File: config.mk
export PLATFORM = sky130hd
export DESIGN_NAME = next_pc_unit
export DESIGN_NICKNAME = d
export VERILOG_FILES = /design/src/rtl/pc_pkg.sv /design/src/rtl/target_shift.sv /design/src/rtl/next_pc_unit.sv
export SDC_FILE = /design/constraint.sdc
export NUM_CORES = 1
export LEC_CHECK = 0
export CORE_ASPECT_RATIO = 1.2
export CORE_UTILIZATION = 39
export DETAILED_ROUTE_END_ITERATION = 16
export PLACE_DENSITY = 0.79
export SKIP_CTS_REPAIR_TIMING = 1
export SLEW_MARGIN = 20
export SYNTH_ARGS = -nofsm -noshare
export SYNTH_HDL_FRONTEND = slang
export SYNTH_SLANG_ARGS = --single-unit
export TNS_END_PERCENT = 20
File: constraint.sdc
create_clock -name clk -period 3.13 [get_ports clk]
set_clock_uncertainty 0.1 [all_clocks]
set_input_delay 0.939 -clock clk [delete_from_list [all_inputs] [get_ports clk]]
set_output_delay 0.939 -clock clk [all_outputs]
set_load 0.005 [all_outputs]
File: src/rtl/pc_pkg.sv
// Shared types for the fetch-stage program-counter unit.
package pc_pkg;
  typedef enum logic [1:0] {SEQ = 2'd0, BRANCH = 2'd1, JUMP = 2'd2, JREG = 2'd3} pc_mode_t;
  typedef enum logic {IDLE = 1'b0, PENDING = 1'b1} pc_state_t;
endpackage

File: src/rtl/target_shift.sv
// Zero-fill left shift used to turn a word offset into a byte offset.
module target_shift #(
  parameter int W     = 32,
  parameter int SHIFT = 2
) (
  input  logic [W-1:0] in_i,
  output logic [W-1:0] out_o
);
  assign out_o = in_i << SHIFT;
endmodule

File: src/rtl/next_pc_unit.sv
// Architectural fetch PC: sequential advance, branch/jump/register redirects,
// and a one-deep buffer for redirects that arrive while fetch is stalled.
module next_pc_unit
  import pc_pkg::*;
#(
  parameter int              XLEN        = 32,
  parameter int              SHIFT       = 2,
  parameter int              INSTR_BYTES = 4,
  parameter int              JIDX_W      = 26,
  parameter logic [XLEN-1:0] RESET_PC    = 32'h0040_0000
) (
  input  logic              clk,
  input  logic              rst_n,
  input  logic              stall_i,
  input  logic              redir_valid_i,
  input  pc_mode_t          redir_mode_i,
  input  logic [XLEN-1:0]   br_pc_i,
  input  logic [XLEN-1:0]   imm_i,
  input  logic [JIDX_W-1:0] jidx_i,
  input  logic [XLEN-1:0]   reg_i,
  output logic [XLEN-1:0]   pc_o,
  output logic [XLEN-1:0]   pc_plus_o,
  output logic              pend_o,
  output logic              misalign_o
);
  localparam logic [XLEN-1:0] INC        = XLEN'(INSTR_BYTES);
  // Masks instead of slices so SHIFT=0 and JIDX_W+SHIFT=XLEN stay legal.
  localparam logic [XLEN-1:0] ALIGN_MASK = (XLEN'(1) << SHIFT) - XLEN'(1);
  localparam logic [XLEN-1:0] JHI_MASK   = ~((XLEN'(1) << (JIDX_W + SHIFT)) - XLEN'(1));

  pc_state_t       state_q, state_d;
  logic [XLEN-1:0] pc_q, pc_d;
  logic [XLEN-1:0] pend_tgt_q, pend_tgt_d;
  logic            pend_mis_q, pend_mis_d;
  logic            misalign_q, misalign_d;

  logic [XLEN-1:0] seq, imm_sh, tgt;
  logic            tgt_mis, redir_live;

  target_shift #(.W(XLEN), .SHIFT(SHIFT)) u_br_shift (
    .in_i  (imm_i),
    .out_o (imm_sh)
  );

  assign seq        = br_pc_i + INC;
  assign redir_live = redir_valid_i && (redir_mode_i != SEQ);

  always_comb begin
    tgt     = seq;
    tgt_mis = 1'b0;
    case (redir_mode_i)
      BRANCH:  tgt = seq + imm_sh;
      JUMP:    tgt = (seq & JHI_MASK) | (XLEN'(jidx_i) << SHIFT);
      JREG: begin
        tgt     = reg_i & ~ALIGN_MASK;
        tgt_mis = |(reg_i & ALIGN_MASK);
      end
      default: tgt = seq;
    endcase
  end

  always_comb begin
    state_d    = state_q;
    pc_d       = pc_q;
    pend_tgt_d = pend_tgt_q;
    pend_mis_d = pend_mis_q;
    misalign_d = 1'b0;
    case (state_q)
      IDLE: begin
        if (!stall_i) begin
          if (redir_live) begin
            pc_d       = tgt;
            misalign_d = tgt_mis;
          end else begin
            pc_d = pc_q + INC;
          end
        end else if (redir_live) begin
          pend_tgt_d = tgt;
          pend_mis_d = tgt_mis;
          state_d    = PENDING;
        end
      end
      PENDING: begin
        if (stall_i) begin
          if (redir_live) begin
            pend_tgt_d = tgt;
            pend_mis_d = tgt_mis;
          end
        end else begin
          // Buffered redirect is older than anything live this cycle.
          pc_d       = pend_tgt_q;
          misalign_d = pend_mis_q;
          pend_tgt_d = '0;
          pend_mis_d = 1'b0;
          state_d    = IDLE;
        end
      end
      default: state_d = IDLE;
    endcase
  end

  always_ff @(posedge clk or negedge rst_n) begin
    if (!rst_n) begin
      state_q    <= IDLE;
      pc_q       <= RESET_PC;
      pend_tgt_q <= '0;
      pend_mis_q <= 1'b0;
      misalign_q <= 1'b0;
    end else begin
      state_q    <= state_d;
      pc_q       <= pc_d;
      pend_tgt_q <= pend_tgt_d;
      pend_mis_q <= pend_mis_d;
      misalign_q <= misalign_d;
    end
  end

  assign pc_o       = pc_q;
  assign pc_plus_o  = pc_q + INC;
  assign pend_o     = (state_q == PENDING);
  assign misalign_o = misalign_q;
endmodule

# Yosys cells after proc, flatten, opt, wreduce, memory -nomap -nowiden
# Index checks and enable logic that the tools add are counted.
[classes]
add_sub_neg = 3
eq_ne = 6
mux = 22
bitwise_logic = 2
n_reduce_logical = 4
[op_table]
columns = ["cell", "n"]
rows = [
  ["two-way mux 32 bit", 6],
  ["one-hot mux 32 bit (2 select lines)", 2],
  ["one-hot mux 32 bit (3 select lines)", 1],
  ["adder 32 x 3 -> 32 bit, second input constant", 2],
  ["adder 32 bit", 1],
  ["bitwise OR 32 x 28 -> 32 bit", 1],
  ["two-way mux 1 bit", 10],
  ["inequality test 2 bit, second input constant", 3],
  ["one-hot mux 1 bit (2 select lines)", 3],
  ["equality test 2 bit, second input constant", 2],
  ["equality test 2 x 1 -> 1 bit, second input constant", 1],
  ["AND reduction 2 bit", 1],
  ["nonzero test 2 bit", 1],
  ["OR reduction 2 bit", 1],
  ["logical AND 1 bit", 1],
  ["inverter 1 bit", 1],
]
[word_totals]
regBits = 67
in_bits = 128
wordCells = 42

# Logic depth before layout (Yosys ltp)
# Gate-level depths: netlist (run 1).
[logic_depth]
word_depth = 6
depth_mapped = 17
depth_no_buf = 15

# Hierarchy
# A second synthesis (run 1) with hierarchy kept.
[unflattened]
hier_cells = 884
hier_area_um2 = 6961.7
[by_module_without_submodules]
columns = ["mod", "instances", "cells_each", "area_per_inst_um2", "seq_area_each_um2"]
rows = [
  ["next_pc_unit", 1, 851, 6717.7, 1677.9],
  ["target_shift", 1, 33, 244.0, 0.0],
]

# Worst setup path after synthesis (run 1)
# Ideal clock, no wire load.
[synth_path]
kind = "input to register"
startpoint = "in br_pc_i[5]"
endpoint = "reg pc_q[30] (netlist: pc_o[30])"
setup_ns = 0.131
arrival_ns = 3.926
path_slack_ns = -1.027
stages = 17
path_buffers = 2
path_cell_list = "and4_1 -> and3_1 -> clkbuf_1 -> and2_1 -> clkbuf_1 -> nand3_1 -> xnor2_1 -> ha_1 -> a21o_1 -> a21o_1 -> o21ai_0 -> a21oi_1 -> nor2_1 -> a41oi_1 -> a221oi_1 -> mux2i_1 -> o22ai_1"
[synth_between]
elab_chain_len = 6
[synth_lines]
columns = ["item", "line_no", "source"]
rows = [
  ["from (decl)", "next_pc_unit.sv:17", "input logic [XLEN-1:0] br_pc_i,"],
  ["adder 32 x 3 -> 32 bit (*)", "next_pc_unit.sv:45", "assign seq = br_pc_i + INC;"],
  ["adder 32 bit / bitwise OR 32 x 28 -> 32 bit (equally long branches)", "next_pc_unit.sv:52, next_pc_unit.sv:53", ""],
  ["one-hot mux 32 bit (3 select lines) (*)", "next_pc_unit.sv:51", "case (redir_mode_i)"],
  ["two-way mux 32 bit (*)", "next_pc_unit.sv:71", "if (redir_live) begin"],
  ["two-way mux 32 bit (*)", "next_pc_unit.sv:70", "if (!stall_i) begin"],
  ["one-hot mux 32 bit (2 select lines) (*)", "next_pc_unit.sv:68", "case (state_q)"],
  ["to (signal assigned)", "next_pc_unit.sv:111", "pc_q <= pc_d;"],
  ["to (decl)", "next_pc_unit.sv:32", "logic [XLEN-1:0] pc_q, pc_d;"],
]
# Mark *: on every way between the ends. The rest lies on a longest branch, timed or not. The select of a mux whose other input is x is not followed.
# A chain may end at the register's enable or synchronous reset.

# Worst setup path in the final report (run 1)
[layout_path]
startpoint = "in br_pc_i[6]"
endpoint = "reg pc_q[24] (netlist: pc_o[24])"
[layout_between]
elab_chain_len = 6
[layout_lines]
columns = ["item", "line_no", "source"]
rows = [
  ["adder 32 x 3 -> 32 bit (*)", "next_pc_unit.sv:45", ""],
  ["adder 32 bit", "next_pc_unit.sv:52", "BRANCH: tgt = seq + imm_sh;"],
  ["one-hot mux 32 bit (3 select lines) (*)", "next_pc_unit.sv:51", ""],
  ["two-way mux 32 bit (*)", "next_pc_unit.sv:71", ""],
  ["two-way mux 32 bit (*)", "next_pc_unit.sv:70", ""],
  ["one-hot mux 32 bit (2 select lines) (*)", "next_pc_unit.sv:68", ""],
]
# Marks and branches as above.

==> metrics, run 1 <==
failing checks setup timing; Iter 0 DRT Violations 660; initial core utilization 0.399; pwr/cell area 394 nW/um^2; crit end category register; Slew @ Worst Pin 0.601 ns; placed cells 1,376; Clock power frac 0.256; clk slew on worst S/H paths 0.06 ns; Synth Area in Adders 0.0765; initial antenna violation count 0; cell area after layout 11,200 sq um; min Tclk post-route 3.75 ns; # nets final 1,360; Worst Hold Class reg -> reg; Seq/Total Area, Yosys 0.259; Compound-Gate Fraction of Synth Area 0.237; post-synthesis average cell area approximately 8 sq um; CTS tree yes; Final Non-Filler Cells 1,410; DP Area 10,000 sq um; RSZ-0062 raised after global routing true; max cap viols 0; Slew headroom 0.600; warnings from Yosys 0; CP startpoint kind primary input; CP max FO 5; Data arrival, critical path 3.92 ns; DIE HEIGHT 143 um; # rows 51; first-pass GRT wire length 36,900 um; Core Util, Final 0.689; post-synthesis mux area share 0.0506; Ports 194; CTS H-tree depth 3; count of input and output buffers 191; Final WS setup -0.620 ns; Worst EP required 3.30 ns; fin crit share 1.20; layout filler cell count 1,238; diodes inserted 0; GRT overflow 0; Root Driver clkbuf_16; core area approximately 16,000 sq um; Worst-Skew Late Latency roughly 0.34 ns; main combinational cell family by area after synthesis compound AO/OA/AOI/OAI gates; Initial DRT Pass Iterations 5; Area growth syn-to-layout 72.4%; TritonCTS sink count 67; ys async rst share 1.00; fin. max-slew vios 0; R2R setup slack 0.61 ns; Placer Congestion 0.950; flops & latches, synth 67; Final ANT Viol Nets 0; Global Route Usage Sum 0.272; Peak VDD IR 300 uV; die width about 120 um; WL/cell 18.2 um; Net Count, Synth 984; final wirelength 25,700 um; final setup fails 60; number of global-route vias before repair around 7,700; simple-gate share of the synthesized area 0.225; FF/Latch Area 1680 sq um; Flop pwr share 0.255; # DRC 0; mapped cell area 6470 sq um; Pint 2.92 mW; status finished with violations; Most used DFF post-synth dfrtp_1; xor-xnor portion of the synthesized cell area 0.111; Cell variety after synth 67; critical path class in -> reg; Vias/cell 5.80; maximum clock insertion buffer count 2; largest net degree at the start of global routing 68; Hold Fails Final Rpt 0; Psw approximately 1.5 mW; switching share of power 0.335; Final HPWL DP ~18,000 um; Setup WS pre-CTS -1.35 ns; Multi-input gate area 5190 sq um; Post-synth EDFFs 0; Post-Syn Instances about 800; CTS buffer count 9; die area 17,100 sq um; ratio of cells with drive above 1 in the final layout 0.321; Lkg Pwr approximately 5.1 nW; Via Count roughly 8,000; Max Fclk 267 MHz; Comb power frac 0.489
-- cell usage in the layout (no fill, tap or decap), types with 13 or more instances in the layout --
cell type	synthesis	final
xnor2_1	48	33
inv_1	21	20
a21oi_2	1	14
o21ai_0	41	22
nand2_1	92	86
a21o_1	13	13
xor2_1	34	28
a22o_1	14	14
ha_1	38	32
mux2i_1	26	26
o21ai_1	6	21
xnor2_2	0	14
buf_4	3	214
nand4_1	22	22
nor2b_1	18	14
nand3_1	36	31
a21oi_1	53	38
dfrtp_1	66	66
dlymetal6s2s_1	0	21
clkdlybuf4s50_1	0	154
nor2_1	77	68
-- Yosys cell counts, types with 5 or more instances --
cell / n / area share
nand2_1: 92 / 0.053
nor2_1: 77 / 0.045
dfrtp_1: 66 / 0.26
a21oi_1: 53 / 0.041
xnor2_1: 48 / 0.065
o21ai_0: 41 / 0.032
ha_1: 38 / 0.073
clkbuf_1: 36 / 0.021
nand3_1: 36 / 0.028
xor2_1: 34 / 0.046
mux2i_1: 26 / 0.040
nand4_1: 22 / 0.021
inv_1: 21 / 0.012
nor2b_1: 18 / 0.017
a22o_1: 14 / 0.019
and3_1: 14 / 0.014
a21o_1: 13 / 0.015
o31ai_1: 13 / 0.015
a31oi_1: 12 / 0.012
a211oi_1: 11 / 0.013
nor3_1: 10 / 0.0077
o22ai_1: 10 / 0.0097
a221oi_1: 7 / 0.0095
and2_1: 6 / 0.0058
mux2_2: 6 / 0.010
o21ai_1: 6 / 0.0046
o221ai_1: 6 / 0.0081
a22oi_1: 5 / 0.0058
a32o_1: 5 / 0.0077
nand2b_1: 5 / 0.0048
-- final cells by class --
class                           count  area share
Tap cell                          212      0.0238
Clock buffer                       11      0.0226
Clock inverter                      5     0.00672
Inverter                           22     0.00740
Timing Repair Buffer              410       0.324
Sequential cell                    67       0.150
Multi-Input combinational cell    683       0.465
-- logic make-up after synthesis --
logic type               after synthesis
AO/OA/AOI/OAI                        230
adder cells (fa/ha/maj)               39
flip-flops                            67
AND/OR/NAND/NOR                      300
XOR/XNOR                              82
multiplexers                          32
buffers and inverters                 67
-- flip-flops by register name, summed over array words and instances, names as in the netlist --
| register | flops |
|---|---|
| pend_tgt_q | 32 |
| misalign_o | 1 |
| pend_o | 1 |
| pend_mis_q | 1 |
| pc_o | 32 |
-- worst paths after layout --
kind                                   to  cells after the start           start
setup / recovery                 pc_o[24]                     17      br_pc_i[6]
hold / removal             pend_tgt_q[24]                      2  pend_tgt_q[24]
setup reg to reg                 pc_o[29]                     12         pc_o[2]
hold reg to reg            pend_tgt_q[24]                      2  pend_tgt_q[24]
max in group asynchronous        pc_o[22]                      2           rst_n
min in group asynchronous        pc_o[14]                      2           rst_n
-- metrics by stage --
step | total power [mW] | hold WS [ns] | setup TNS (ns)
global placement | 3.00 | 0.344 | -53.76
finish | 4.40 | 0.371 | -20.16
detailed placement | 3.04 | 0.353 | -57.58
floorplan | 1.94 | 0.331 | -14.84
CTS | 4.17 | 0.365 | -45.89
global route | 4.59 | 0.407 | -27.94
-- worst max-delay path, stage by stage --
cell     delay (ns)
buf_6          0.07
and4_4         0.23
and3_4         0.21
nand4_1        0.15
xnor2_2        0.18
buf_4          0.15
ha_4           0.28
nand2_1        0.07
o21ai_1        0.20
nand3_1        0.18
nand4_1        0.17
a31oi_1        0.15
buf_4          0.18
or3_1          0.32
a21oi_2        0.21
nor3_1         0.09
o21ai_1        0.13
-- power groups by stage --
stage	sequential [mW]	clock (mW)	combinational [mW]
finish	1.12	1.13	2.15
global route	1.14	1.15	2.30
CTS	1.11	1.12	1.94
detailed placement	1.12	0	1.92
global placement	1.12	0	1.89
floorplan	1.16	0	0.778
-- layer usage --
metal / part of all wire / track usage / vias up
li1: - / - / 3729
met1: 0.38 / 0.327 / 3843
met2: 0.50 / 0.471 / 486
met3: 0.077 / 0.0312 / 114
met4: 0.046 / 0.153 / 0
met5: 0 / 0 / -
Note: power is estimated with default switching activity, not from simulation.
==> run 2, diff against run 1 <==
==> constraint.sdc (replaced) <==
create_clock -name clk -period 3.13 [get_ports clk]
set_clock_uncertainty 0.1 [all_clocks]
set_input_delay 0.939 -clock clk [delete_from_list [all_inputs] [get_ports clk]]
set_output_delay 0.939 -clock clk [all_outputs]
set_load 0.02 [all_outputs]
==> metrics, run 2 (synthesis results as in run 1) <==
CTS H-tree depth 3; Data arrival, critical path 3.85 ns; Final ANT Viol Nets 0; TNS Setup -15.61 ns; diodes inserted 0; FF-to-FF path depth 11; commonest non-fill, non-tap cell in the layout buf_4; final setup fails 55; die width approximately 120 um; DIE HEIGHT ~140 um; crit end category register; Area growth syn-to-layout 67.8%; RSZ-0062 raised after global routing true; ratio of cells with drive above 1 in the final layout 0.299; final wirelength 24,000 um; pwr/cell area 393 nW/um^2; FF/Latch Area 1680 sq um; Final WS setup -0.605 ns; layout filler cell count 1,288; status finished with violations; CP Launch Point br_pc_i[9]; failing checks setup timing; # nets final about 1,400; Ports 194; Final Non-Filler Cells 1,411; Worst-Skew Late Latency 0.33 ns; TritonCTS sink count 67; initial core utilization 0.399; Core Util, Final 0.670; crit path max-delay cell type a211oi_2; Worst Hold Class reg -> reg; WL/cell roughly 17 um; Via Count 7,847; maximum clock insertion buffer count 2; r2r endpoint pc_o[29]; Final HPWL DP 18,500 um; Lkg Pwr 5.10 nW; Highest Signal Layer met4; Vias/cell 5.56; die area 17,100 sq um; Root Driver clkbuf_16; Iter 0 DRT Violations 515; Multi-input gate area ~5000 sq um; Hold Fails Final Rpt 0; # DRC 0; first-pass GRT wire length 36,300 um; # rows 51; CTS buffer count 9; r2r startpoint pc_o[10]; met2 wire len 12,100 um; max cap viols 0; Worst EP required around 3.3 ns; met3 WL post-DR between 1500 and 2000 um; Placer Congestion 0.935; Slew headroom 0.596; CP Cell Sequence buf_6, and4_4, and4_4, and2_4, buf_6, xor2_2, ha_1, o211ai_1, nor2_1, a211oi_2, nor2_1, a31o_2, a21oi_2, xor2_2, buf_4, o21ai_2, a22o_1; Global Route Usage Sum 0.267; min Tclk post-route between 3 and 4 ns; count of input and output buffers 191; Crit path max-delay family compound AO/OA/AOI/OAI gates; fin. max-slew vios 0; Max Fclk 268 MHz; most frequent cells in the layout buf_4, clkdlybuf4s50_1, nand2_1, nor2_1, dfrtp_1; critical path's largest stage delay roughly 0.32 ns; clk slew on worst S/H paths 0.06 ns; placed cells 1,383; CP startpoint kind primary input; CP max FO 3; CP bufs+invs 3; initial antenna violation count 1; fin crit share 1.19; core area 16,200 sq um; R2R setup slack roughly 0.66 ns; number of global-route vias before repair approximately 7,500; Setup WS pre-CTS -1.38 ns; hold path startpoint pend_tgt_q[24]; Initial DRT Pass Iterations 5; Post-Route M1 WL slightly above 9000 um; CTS tree yes; critical path class in -> reg; Peak VDD IR 235 uV; Worst Hold Depth 2; largest net degree at the start of global routing 60; Slew @ Worst Pin 0.605 ns; GRT overflow 0; Endpoint, Worst Hold pend_tgt_q[24]
run 2: cell types whose count changed in the layout (fill, tap and decap cells not counted), moves of 5 or more:
cell,previous run,this run
clkbuf_2,0,5
clkdlybuf4s50_1,154,143
dlymetal6s2s_1,21,27
o21ai_0,22,27
o21ai_1,21,16
xnor2_1,33,39
xnor2_2,14,9
run 2: layout make-up:
type,count,area share
Multi-Input combinational cell,683,0.456
Inverter,22,0.00760
Tap cell,212,0.0244
Timing Repair Buffer,411,0.333
Sequential cell,67,0.154
Clock buffer,10,0.0211
Clock inverter,6,0.00299
run 2: worst max path at each step:
stage,endpoint,slack (ns),cells past startpoint
after floorplan,pc_o[30],-0.76,17
after global placement,pc_o[24],-1.22,16
after detailed placement,pc_o[29],-1.38,17
after CTS,pc_o[21],-1.05,15
after global routing,pc_o[23],-0.70,17
final,pc_o[23],-0.60,17
run 2: metal layers:
layer / track usage / vias to the layer above
met2: 0.469 / 402
met1: 0.323 / 3648
met5: 0 / -
met4: 0.114 / 0
li1: - / 3729
met3: 0.0419 / 68
run 2: metrics by stage:
stage | hold WS, ns | cell area (sq um) | power (mW)
final | 0.371 | 10900 | 4.27
after global routing | 0.384 | 10900 | 4.48
after CTS | 0.364 | 10300 | 4.16
after detailed placement | 0.352 | 10100 | 3.25
after global placement | 0.343 | 10100 | 3.21
after floorplan | 0.331 | 6530 | 2.14
run 2: where the power goes:
| part | total (mW) | switching, mW | internal, mW |
|---|---|---|---|
| clock | 0.908 | 0.380 | 0.528 |
| sequential | 1.12 | 0.105 | 1.01 |
| combinational | 2.25 | 1.11 | 1.13 |
run 2: worst reg2reg max path: stages (launching register included):
cell	delay (ns)
dfrtp_1	0.42
nand4_1	0.22
nor3_4	0.26
nand2_2	0.12
nor2_4	0.12
buf_4	0.13
nand3_1	0.10
xnor2_1	0.19
buf_4	0.13
nand2_1	0.04
a221o_1	0.34
a32oi_1	0.20
